$ cat src/rtl/enemy_wave_scheduler.sv
`timescale 1ns/1ps
// enemy_wave_scheduler: enemy slot deployment FSM, shared game-tick
// strobes and frontmost live enemy tracking.
module enemy_wave_scheduler #(
  parameter int NSLOT       = 4,
  parameter int TICK_DIV    = 16,
  parameter int SPAWN_GAP   = 8,
  parameter int WAVE_LEN    = 6,
  parameter int ACK_TIMEOUT = 8
) (
  input  logic               clk,
  input  logic               reset,
  input  logic               enable,
  input  logic [NSLOT-1:0]   slot_alive,
  input  logic [9*NSLOT-1:0] slot_pos,
  output logic [NSLOT-1:0]   spawn_req,
  output logic [1:0]         spawn_type,
  output logic               moveSCEN,
  output logic               damageSCEN,
  output logic [8:0]         enemy_front,
  output logic [3:0]         wave_num,
  output logic               wave_done,
  output logic               spawn_err
);
  localparam int TW = $clog2(TICK_DIV);
  localparam int GW = $clog2(2*SPAWN_GAP+1);
  localparam int AW = $clog2(ACK_TIMEOUT+1);
  localparam int CW = $clog2(WAVE_LEN+1);
  localparam int SW = (NSLOT > 1) ? $clog2(NSLOT) : 1;

  typedef enum logic [2:0] {
    IDLE, SPAWN_WAIT, SPAWN, ACK_WAIT, WAVE_CLEAR, INTERMISSION
  } state_e;

  state_e           state_q;
  logic [TW-1:0]    tick_q;
  logic [GW-1:0]    gap_q;
  logic [AW-1:0]    ack_q;
  logic [CW-1:0]    spawned_q;
  logic [SW-1:0]    sel_q;
  logic [NSLOT-1:0] req_q;
  logic [1:0]       type_q;
  logic             move_q;
  logic             damage_q;
  logic [8:0]       front_q;
  logic [3:0]       wave_q;
  logic             wd_q;
  logic             err_q;

  logic             tick_d;
  logic             free_d;
  logic [SW-1:0]    free_idx_d;
  logic [8:0]       front_d;
  logic [7:0]       tsum_d;
  logic [1:0]       type_d;

  always_comb begin
    tick_d     = enable && (tick_q == TW'(TICK_DIV-1));
    free_d     = 1'b0;
    free_idx_d = '0;
    // scan downward so the lowest free index wins
    for (int i = NSLOT-1; i >= 0; i--) begin
      if (!slot_alive[i]) begin
        free_d     = 1'b1;
        free_idx_d = SW'(i);
      end
    end
    front_d = '0;
    for (int i = 0; i < NSLOT; i++) begin
      if (slot_alive[i] && slot_pos[9*i +: 9] > front_d)
        front_d = slot_pos[9*i +: 9];
    end
    tsum_d = 8'(spawned_q) + 8'(wave_q);
    type_d = 2'(tsum_d % 8'd3) + 2'd1;
  end

  always_ff @(posedge clk or negedge reset) begin
    if (!reset) begin
      state_q   <= IDLE;
      tick_q    <= '0;
      gap_q     <= '0;
      ack_q     <= '0;
      spawned_q <= '0;
      sel_q     <= '0;
      req_q     <= '0;
      type_q    <= '0;
      move_q    <= 1'b0;
      damage_q  <= 1'b0;
      front_q   <= '0;
      wave_q    <= '0;
      wd_q      <= 1'b0;
      err_q     <= 1'b0;
    end else begin
      req_q    <= '0;
      wd_q     <= 1'b0;
      move_q   <= tick_d && (state_q != IDLE);
      damage_q <= enable && move_q;
      front_q  <= front_d;
      if (enable) begin
        tick_q <= tick_d ? '0 : tick_q + 1'b1;
        case (state_q)
          IDLE: begin
            gap_q   <= '0;
            state_q <= SPAWN_WAIT;
          end
          SPAWN_WAIT: begin
            if (tick_d) begin
              if (gap_q == GW'(SPAWN_GAP-1)) begin
                gap_q   <= '0;
                state_q <= SPAWN;
              end else begin
                gap_q <= gap_q + 1'b1;
              end
            end
          end
          SPAWN: begin
            if (free_d) begin
              req_q   <= NSLOT'(1) << free_idx_d;
              type_q  <= type_d;
              sel_q   <= free_idx_d;
              ack_q   <= '0;
              state_q <= ACK_WAIT;
            end
          end
          ACK_WAIT: begin
            if (slot_alive[sel_q] || ack_q == AW'(ACK_TIMEOUT-1)) begin
              if (!slot_alive[sel_q])
                err_q <= 1'b1;
              spawned_q <= spawned_q + 1'b1;
              state_q   <= (spawned_q == CW'(WAVE_LEN-1)) ?
                           WAVE_CLEAR : SPAWN_WAIT;
            end else begin
              ack_q <= ack_q + 1'b1;
            end
          end
          WAVE_CLEAR: begin
            if (slot_alive == '0) begin
              wd_q      <= 1'b1;
              if (wave_q != 4'd15)
                wave_q <= wave_q + 1'b1;
              spawned_q <= '0;
              gap_q     <= '0;
              state_q   <= INTERMISSION;
            end
          end
          INTERMISSION: begin
            if (tick_d) begin
              if (gap_q == GW'(2*SPAWN_GAP-1)) begin
                gap_q   <= '0;
                state_q <= SPAWN_WAIT;
              end else begin
                gap_q <= gap_q + 1'b1;
              end
            end
          end
          default: state_q <= IDLE;
        endcase
      end
    end
  end

  assign spawn_req   = req_q;
  assign spawn_type  = type_q;
  assign moveSCEN    = move_q;
  assign damageSCEN  = damage_q;
  assign enemy_front = front_q;
  assign wave_num    = wave_q;
  assign wave_done   = wd_q;
  assign spawn_err   = err_q;
endmodule

$ cat config.mk
export PLATFORM = sky130hd
export DESIGN_NAME = enemy_wave_scheduler
export DESIGN_NICKNAME = d
export VERILOG_FILES = /design/src/rtl/enemy_wave_scheduler.sv
export SDC_FILE = /design/constraint.sdc
export NUM_CORES = 1
export LEC_CHECK = 0
export ABC_AREA = 1
export CAP_MARGIN = 20
export CORE_ASPECT_RATIO = 0.8
export CORE_MARGIN = 2
export CORE_UTILIZATION = 57
export CTS_CLUSTER_DIAMETER = 30
export DETAILED_ROUTE_END_ITERATION = 10
export PLACE_DENSITY = 0.87
export SLEW_MARGIN = 15
export SYNTH_ARGS = -nofsm -noshare
export SYNTH_HDL_FRONTEND = slang
export SYNTH_SLANG_ARGS = --single-unit
export TNS_END_PERCENT = 100
$ cat constraint.sdc
create_clock -name clk -period 5.7 [get_ports clk]
set_input_delay 0.57 -clock clk [delete_from_list [all_inputs] [get_ports clk]]
set_output_delay 0.57 -clock clk [all_outputs]
set_load 0.01 [all_outputs]
==> results.md, run 1 <==
* # H-tree levels at 2
* Core area at 5850 µm²
* Clock Skews at 0.0127 ns
* Cell area after synthesis at 3420 µm²
* Largest net degree at the start of global routing at 45
* Slew @ Worst Pin at 0.951 ns
* Clock Tree Buf Depth at 2
* WP data arrival at 5.63 ns
* R2R Path End: spawn_type[1]$_DFFE_PN0P_
* Syn-to-layout area delta at 27.0%
* Sink Count at 44
* Period utilization at 94.5%
* Hold Fails Final Rpt at 0
* Commonest non-fill, non-tap cell in the layout: nand2_1
* DR WL/cell at 13.2 µm
* Die area at 6630 µm²
* Critical path fanouts, max at 17
* Synth async-reset ratio at 100%
* Fin. max-slew vios at 0
* ANT nets after route at 0
* Most frequent cells in the layout: nand2_1, clkdlybuf4s50_1, inv_1
* I/O pin count at 66
* Flop-to-flop setup slack at 2.50 ns
* EDFF count, synth at 0
* Clock transition at path regs at 0.09 ns
* Vias at 3210
* Rel. slew slack at 36.6%
* Depth of the most critical reg-to-reg path at 20
* Total Nets Final at 608
* Avg Synthesized Cell Area at 7.62 µm²
* Final Setup Violations at 0
* CP Capture Type: flop
* Total power at 1310 µW
* Count of state elements after synthesis at 44
* Leak at 0.00217 µW
* Initial antenna violation count at 0
* 1st-iter DRT viols at 174
* Vias per Instance at 5.29
* First-pass GRT wire length at 13300 µm
* Final min period at 5.39 ns
* Commonest register cell after synthesis: dfrtp_1
* Top Family by Delay on Critical Path: simple AND/OR/NAND/NOR gates
* Syn_nets at 531
* Pwr dens at 303 nW/µm²
* GRT overflow at 0
* Die H at 73.2 µm
* Drt first pass iters at 4
* I/O Buffers at 65
* Critical path class: primary input to flop
* Yosys Warn Count at 0
* Site Rows at 25
* Number of inserted diodes at 0
* Clock latency on the worst-skew pair at 0.31 ns
* Most used cell, CP: nand2_1
* Startpoint types: primary input
* Delay of the slowest critical-path stage at 0.44 ns
* Num CTS Buffers at 5
* Total GRT Usage at 24.8%
* Fmax achieved at 0.186 GHz
* Vias in the first global route at 3125
* Share of cells above drive strength 1 at 10.5%
* Hold Path Class: primary input to async pin
* Worst Path Buf+Inv at 2
* CTS tree: yes
* Final core occ at 74.1%
* Worst EP required at 5.95 ns
* Run status: finished clean
* Maxcap violations at 0
* VDD IR max at 0.178 mV
* Slowest CP cell: clkdlybuf4s50_1
* Root Driver: clkbuf_8
* Die width at 90.6 µm
* Count of cell types in the netlist at 47
* Register area share after synthesis at 32.2%
* Starting Density at 58.4%
* WL final at 7980 µm
* Final Wtd Congestion at 0.880
* Launch point of the worst reg-to-reg path: wave_num[0]$_DFFE_PN0P_
* CTS Hold Bufs at 0
* DP HPWL at 6460 µm
* Synthesized instance count at 448
* DRC viols at 0
[metrics by stage]
| step | std cells | setup TNS, ns | hold WS [ns] | setup WS [ns] | instance area (µm²) |
|---|---|---|---|---|---|
| 3_3_place_gp | 596 | 0 | 0.445 | 0.0310 | 4190 |
| 2_1_floorplan | 448 | 0 | 0.274 | 0.499 | 3420 |
| 5_1_grt | 607 | -0.758 | 0.467 | -0.0910 | 4340 |
| 6_report | 607 | 0 | 0.397 | 0.314 | 4340 |
| 4_1_cts | 604 | 0 | 0.436 | 0.106 | 4270 |
| 3_5_place_dp | 596 | -1.65 | 0.448 | -0.203 | 4190 |
[routing by layer]
layer	share of wire [%]	GRT usage (%)	vias up
met5	0	0	-
met4	1.5	7.01	0
met3	4.1	3.72	12
met2	47	42.8	72
met1	48	33.0	1485
li1	-	-	1641
[registers in the layout (all words and copies together) (netlist names)]
register	flops
ack_q	4
damageSCEN	1
enemy_front	9
gap_q	5
moveSCEN	1
sel_q	2
spawn_err	1
spawn_req	4
spawn_type	2
spawned_q	3
state_q	3
tick_q	4
wave_done	1
wave_num	4
[where the power goes]
group          switching (µW)  total, µW  internal, µW
clock network             114        199          85.5
registers                64.6        460           395
logic                     382        656           273
[worst max-delay path by stage]
stage,endpoint,slack [ns],startpoint,cells after the start
after floorplan,enemy_front[1]$_DFF_PN0_,0.50,slot_pos[6],33
after global placement,enemy_front[0]$_DFF_PN0_,0.03,slot_pos[6],31
after detailed placement,enemy_front[7]$_DFF_PN0_,-0.20,slot_pos[7],31
after CTS,enemy_front[7]$_DFF_PN0_,0.11,slot_pos[7],31
after global routing,enemy_front[1]$_DFF_PN0_,-0.09,slot_pos[6],33
final,enemy_front[7]$_DFF_PN0_,0.31,slot_pos[7],32
[cells by family (layout without fill, tap and decap cells)]
| kind of cell | count (synthesis) | count (layout) | synth area share (%) |
|---|---|---|---|
| AND/OR/NAND/NOR | 217 | 217 | 30.1 |
| adder cells (fa/ha/maj) | 40 | 40 | 14.9 |
| XOR/XNOR | 7 | 7 | 1.79 |
| flip-flops | 44 | 44 | 32.2 |
| multiplexers | 1 | 1 | 0.330 |
| buffers and inverters | 68 | 146 | 7.55 |
| AO/OA/AOI/OAI | 71 | 71 | 13.1 |
[cell type report]
class | count | area [µm²]
clock buffers | 5 | 68.8
multi-input cells | 336 | 2090
clock inverters | 3 | 18.8
fillers | 439 | 1510
well taps | 81 | 101
flip-flops and latches | 44 | 1100
repair inverters | 1 | 7.51
inverters | 65 | 248
repair buffers | 72 | 698
[cells in the mapped netlist, types with 2 or more instances]
cell	number	area, µm²
o21bai_1	3	22.5
nand3_2	3	30.0
o21ai_1	2	10.0
nand2_2	13	81.3
inv_2	4	15.0
o22ai_1	3	18.8
inv_1	60	225
a211oi_1	3	22.5
xor2_1	5	43.8
dfrtp_1	44	1100
nor3_2	2	20.0
nand3_1	41	205
nor2_1	25	93.8
buf_2	2	10.0
nand2_1	113	424
nand4_1	4	25.0
a21oi_1	20	100
nor3_1	4	20.0
ha_1	39	488
o21ai_0	29	145
xnor2_1	2	17.5
o31ai_1	2	15.0
[timing repair]
| action | CTS | global route |
|---|---|---|
| gates resized for setup | 0 | 15 |
| setup buffers | 0 | 2 |
| setup endpoints to repair | 0 | 9 |
No activity file was read; power rests on OpenSTA's default activity.
==> inputs of run 2 (changes only) <==
==> constraint.sdc (replaced) <==
create_clock -name clk -period 5.7 [get_ports clk]
set_input_delay 1.14 -clock clk [delete_from_list [all_inputs] [get_ports clk]]
set_output_delay 1.14 -clock clk [all_outputs]
set_load 0.01 [all_outputs]
==> results.md, run 2 (synthesis results as in run 1) <==
* Run status: finished with violations
* Final min period at 5.85 ns
* Site Rows at 25
* Clock transition at path regs at 0.09 ns
* Clock Tree Buf Depth at 2
* Setup ws final at -0.154 ns
* Most frequent cells in the layout: nand2_1, inv_1, clkdlybuf4s50_1
* Fillers at 292
* Met2 Usage GRT at 49.3%
* Startpoint types: primary input
* Failing checks: setup timing
* Hold Fails Final Rpt at 0
* Syn-to-layout area delta at 44.9%
* Critical path fanouts, max at 8
* Fin cells at 643
* Hold Path Class: flop to flop
* Critical path class: primary input to flop
* Final Setup Violations at 9
* Met3 GRT Util at 4.75%
* DP HPWL at 6890 µm
* Placed insts at 628
* CP Capture Type: flop
* Total GRT Usage at 27.5%
* Vias in the first global route at 3351
* Post-DP Area at 4430 µm²
* First-pass GRT wire length at 14800 µm
* I/O pin count at 66
* Root Driver: clkbuf_8
* Leak at 0.00250 µW
* Top Usage Layer GRT: met2
* Clock Skews at 0.0144 ns
* Drt first pass iters at 5
* Maxcap violations at 0
* Sink Count at 44
* Die area at 6630 µm²
* Design area at 4950 µm²
* Die H at 73.2 µm
* I/O Buffers at 65
* Sw Ratio at 43.2%
* Largest net degree at the start of global routing at 45
* Register area at 1100 µm²
* Multi-input combinational cell area at 2360 µm²
* P_int at 868 µW
* Worst EP required at 5.95 ns
* ANT nets after route at 0
* Num CTS Buffers at 5
* Sequential share of power at 30.8%
* M1 GR Usage at 34.0%
* GRT overflow at 0
* Psw at 662 µW
* CTS tree: yes
* Fmax achieved at 0.171 GHz
* Fin. max-slew vios at 0
* Delay of the slowest critical-path stage at 0.36 ns
* # H-tree levels at 2
* Logic pwr share at 52.5%
* Initial antenna violation count at 0
* Total Nets Final at 644
* Core area at 5850 µm²
* Total power at 1530 µW
* Most used cell, CP: nand2_1
* Die width at 90.6 µm
* 1st-iter DRT viols at 324
* Final Wtd Congestion at 0.863
* Hold WS at 0.490 ns
* DR WL/cell at 17.4 µm
* Pwr dens at 309 nW/µm²
* VDD IR max at 0.199 mV
* Share of cells above drive strength 1 at 23.7%
* Number of inserted diodes at 0
* Clock power frac at 16.8%
* Starting Density at 58.4%
* Slowest CP cell: a221oi_1
* WP data arrival at 6.10 ns
* Rel. slew slack at 64.5%
* Vias per Instance at 5.95
* DRC viols at 0
* Max reg flops at 9
* Clock latency on the worst-skew pair at 0.31 ns
* Commonest non-fill, non-tap cell in the layout: nand2_1
* Slew @ Worst Pin at 0.527 ns
* Period utilization at 103%
* Vias at 3827
* WL final at 11200 µm
-- run 2: changes by cell type in the layout (fill, tap and decap cells not counted), sizes merged, moves of 2 or more --
cell / before / now
clkinv: 3 / 1
clkinvlp: 2 / 0
clkdlybuf4s50: 64 / 54
dlymetal6s2s: 0 / 10
buf: 8 / 44
-- run 2: final timing paths --
check / from / slack, ns / to / cells after the start
worst max register to register: wave_num[0]$_DFFE_PN0P_ / 2.37 / spawn_type[1]$_DFFE_PN0P_ / 20
max in group asynchronous: reset / 4.43 / gap_q[2]$_DFFE_PN0P_ / 2
worst min register to register: spawn_err$_DFFE_PN0P_ / 0.49 / spawn_err$_DFFE_PN0P_ / 1
min in group asynchronous: reset / 0.76 / wave_num[3]$_DFFE_PN0P_ / 1
worst max-delay path: slot_pos[7] / -0.15 / enemy_front[4]$_DFF_PN0_ / 31
worst min-delay path: spawn_err$_DFFE_PN0P_ / 0.49 / spawn_err$_DFFE_PN0P_ / 1
-- run 2: cell type report --
class / instances / area share (%)
Inverter: 65 / 5.03
Clock inverter: 2 / 0.784
Tap cell: 81 / 2.05
Clock buffer: 6 / 1.67
Timing Repair Buffer: 108 / 20.6
Multi-Input combinational cell: 337 / 47.6
Sequential cell: 44 / 22.2
-- run 2: layer usage --
metal	part of all wire, %	wire [µm]
met5	0	0
met4	4.6	519
met3	7.7	866
met2	50	5560
met1	38	4250
-- run 2: critical path: cells and delay by family --
kind | cells | cell delay [ns]
compound gates | 7 | 1.54
fa+ha+maj | 3 | 0.88
buf+inv | 2 | 0.31
simple gates | 19 | 2.23
-- run 2: power groups by stage --
stage / Clock (µW) / Sequential, µW / Combinational (µW)
2_1_floorplan: 0 / 465 / 427
3_3_place_gp: 0 / 461 / 636
3_5_place_dp: 0 / 466 / 679
4_1_cts: 254 / 462 / 701
5_1_grt: 269 / 478 / 867
6_report: 257 / 471 / 803
-- run 2: repair_timing --
item                                    4_1_cts  5_1_grt
hold endpoints to repair                      0        0
endpoints found under the setup margin        9        9
hold buffers                                  0        0
pin swaps                                     0       26
buffers inserted                              1        3
gates cloned                                  1        1
gates resized for setup                      15       67
-- run 2: through the flow --
stage	utilization [%]	TNS, ns	setup slack [ns]
finish	84.6	-1.11	-0.154
global route	84.6	-2.56	-0.316
CTS	78.9	0	0.00101
detailed placement	75.7	-5.15	-0.598
global placement	75.7	-2.92	-0.330
floorplan	-	0	0.0177
==> inputs of run 3 (changes only) <==
--- a/config.mk
+++ b/config.mk
@@ -9,10 +9,11 @@
 export CAP_MARGIN = 20
 export CORE_ASPECT_RATIO = 0.8
 export CORE_MARGIN = 2
-export CORE_UTILIZATION = 57
+export CORE_UTILIZATION = 58
+export CTS_BUF_LIST = sky130_fd_sc_hd__clkbuf_4
 export CTS_CLUSTER_DIAMETER = 30
 export DETAILED_ROUTE_END_ITERATION = 10
-export PLACE_DENSITY = 0.87
+export PLACE_DENSITY = 0.88
 export SLEW_MARGIN = 15
 export SYNTH_ARGS = -nofsm -noshare
 export SYNTH_HDL_FRONTEND = slang
==> results.md, run 3 (synthesis results as in run 1) <==
* Final Setup Violations at 9
* Site Rows at 24
* Initial antenna violation count at 0
* Clock Tree Buf Depth at 2
* Vias per Instance at 6.25
* Sequential share of power at 30.2%
* Leak at 0.00250 µW
* Flop-to-flop setup slack at 2.18 ns
* Die area at 6520 µm²
* Period utilization at 105%
* Vias in the first global route at 3524
* P_int at 839 µW
* Max reg flops at 9
* VDD IR max at 0.200 mV
* Delay of the slowest critical-path stage at 0.33 ns
* Post-DP Area at 4440 µm²
* Worst EP required at 6.04 ns
* Fillers at 216
* I/O Buffers at 65
* Root Driver: clkbuf_4
* DP HPWL at 6810 µm
* Commonest non-fill, non-tap cell in the layout: nand2_1
* Final Wtd Congestion at 0.865
* Setup TNS Final at -1.88 ns
* Total Nets Final at 652
* Die width at 89.8 µm
* Critical path fanouts, max at 8
* Sink Count at 44
* WL final at 12900 µm
* Slew @ Worst Pin at 1.01 ns
* Setup ws final at -0.262 ns
* Hold Path Class: flop to flop
* Psw at 714 µW
* Clock transition at path regs at 0.14 ns
* 1st-iter DRT viols at 477
* DR WL/cell at 19.9 µm
* Fin. max-slew vios at 0
* Startpoint types: primary input
* Clock latency on the worst-skew pair at 0.40 ns
* Multi-input combinational cell area at 2390 µm²
* Syn-to-layout area delta at 46.2%
* ANT nets after route at 0
* CP Capture Type: flop
* Most frequent cells in the layout: nand2_1, inv_1, clkdlybuf4s50_1
* Vias at 4053
* Run status: finished with violations
* Starting Density at 61.5%
* Pwr dens at 311 nW/µm²
* Critical path class: primary input to flop
* # H-tree levels at 2
* CTS tree: yes
* Failing checks: setup timing
* Share of cells above drive strength 1 at 25.6%
* GRT overflow at 0
* Core area at 5560 µm²
* Rel. slew slack at 33.0%
* RSZ-0062 raised after global routing: yes
* Design area at 4990 µm²
* CTS Hold Bufs at 0
* I/O pin count at 66
* Clock power frac at 13.2%
* Fmax achieved at 0.168 GHz
* Die H at 72.6 µm
* Maxcap violations at 0
* Most used cell, CP: nand2_1
* First-pass GRT wire length at 16200 µm
* Total GRT Usage at 31.1%
* Largest net degree at the start of global routing at 45
* Drt first pass iters at 7
* Logic pwr share at 56.6%
* DRC viols at 0
* Register area at 1100 µm²
* Clock Skews at 0.0278 ns
* Sw Ratio at 46.0%
* Num CTS Buffers at 5
* Number of inserted diodes at 0
* WP data arrival at 6.30 ns
* Final core occ at 89.9%
* Hold Fails Final Rpt at 0
* Slowest CP cell: nor3b_4
* Final min period at 5.96 ns
==> run 3: cell types whose count changed in the layout (fill, tap and decap cells not counted), moves of 2 or more <==
| cell | delta |
|---|---|
| clkbuf_8 | -6 |
| dlygate4sd2_1 | +3 |
| dlymetal6s2s_1 | -3 |
| buf_4 | +7 |
| nand2_1 | -4 |
| clkbuf_4 | +5 |
| nand2_2 | +3 |
| clkinv_2 | +2 |
==> run 3: metrics by stage <==
step / hold WS [ns] / total power [µW] / cells / setup WS (ns)
floorplan: 0.458 / 892 / 448 / 0.0177
global placement: 0.460 / 1100 / 625 / -0.335
detailed placement: 0.457 / 1140 / 625 / -0.703
CTS: 0.498 / 1380 / 640 / 0.0848
global route: 0.508 / 1630 / 648 / -0.432
finish: 0.501 / 1550 / 648 / -0.262
==> run 3: timing repair <==
action                     4_1_cts  5_1_grt
resized for setup               35       57
setup endpoints to repair        9        9
buffers inserted                 4        8
pin swaps                       22       32
hold endpoints to repair         0        0
cloned                           3        0
==> run 3: layout make-up <==
type | count | share of cell area (%)
well taps | 78 | 1.95
clock buffers | 5 | 0.752
repair buffers | 115 | 21.4
repair inverters | 1 | 0.100
clock inverters | 3 | 0.852
multi-input cells | 337 | 47.9
flip-flops and latches | 44 | 22.0
inverters | 65 | 4.96
==> run 3: metal layers <==
metal	wire length (µm)	global-route usage, %
met1	4460	37.6
met2	6090	56.1
met5	0	0
met3	1310	6.51
met4	1060	11.3
==> run 3: final timing paths <==
check                                            end  cells past startpoint               startpoint
min reg2reg                     damageSCEN$_DFF_PN0_                      2       moveSCEN$_DFF_PN0_
max in group asynchronous   enemy_front[8]$_DFF_PN0_                      1                    reset
max                         enemy_front[3]$_DFF_PN0_                     33              slot_pos[7]
min in group asynchronous   spawned_q[1]$_DFFE_PN0P_                      1                    reset
max reg2reg                spawn_type[1]$_DFFE_PN0P_                     22  wave_num[0]$_DFFE_PN0P_
min                             damageSCEN$_DFF_PN0_                      2       moveSCEN$_DFF_PN0_
==> run 3: worst max-delay path, delay by kind of cell <==
kind                       cells  cell delay [ns]
and+or+nand+nor               18             2.33
AOI/OAI and AO/OA              5             0.92
buffers and inverters          7             1.08
adders and majority gates      3             0.83
==> run 3: power by group through the flow <==
stage	logic, µW	clock network (µW)	registers [µW]
4_1_cts	716	200	460
2_1_floorplan	427	0	465
3_3_place_gp	643	0	461
5_1_grt	933	215	479
3_5_place_dp	678	0	466
6_report	879	205	470
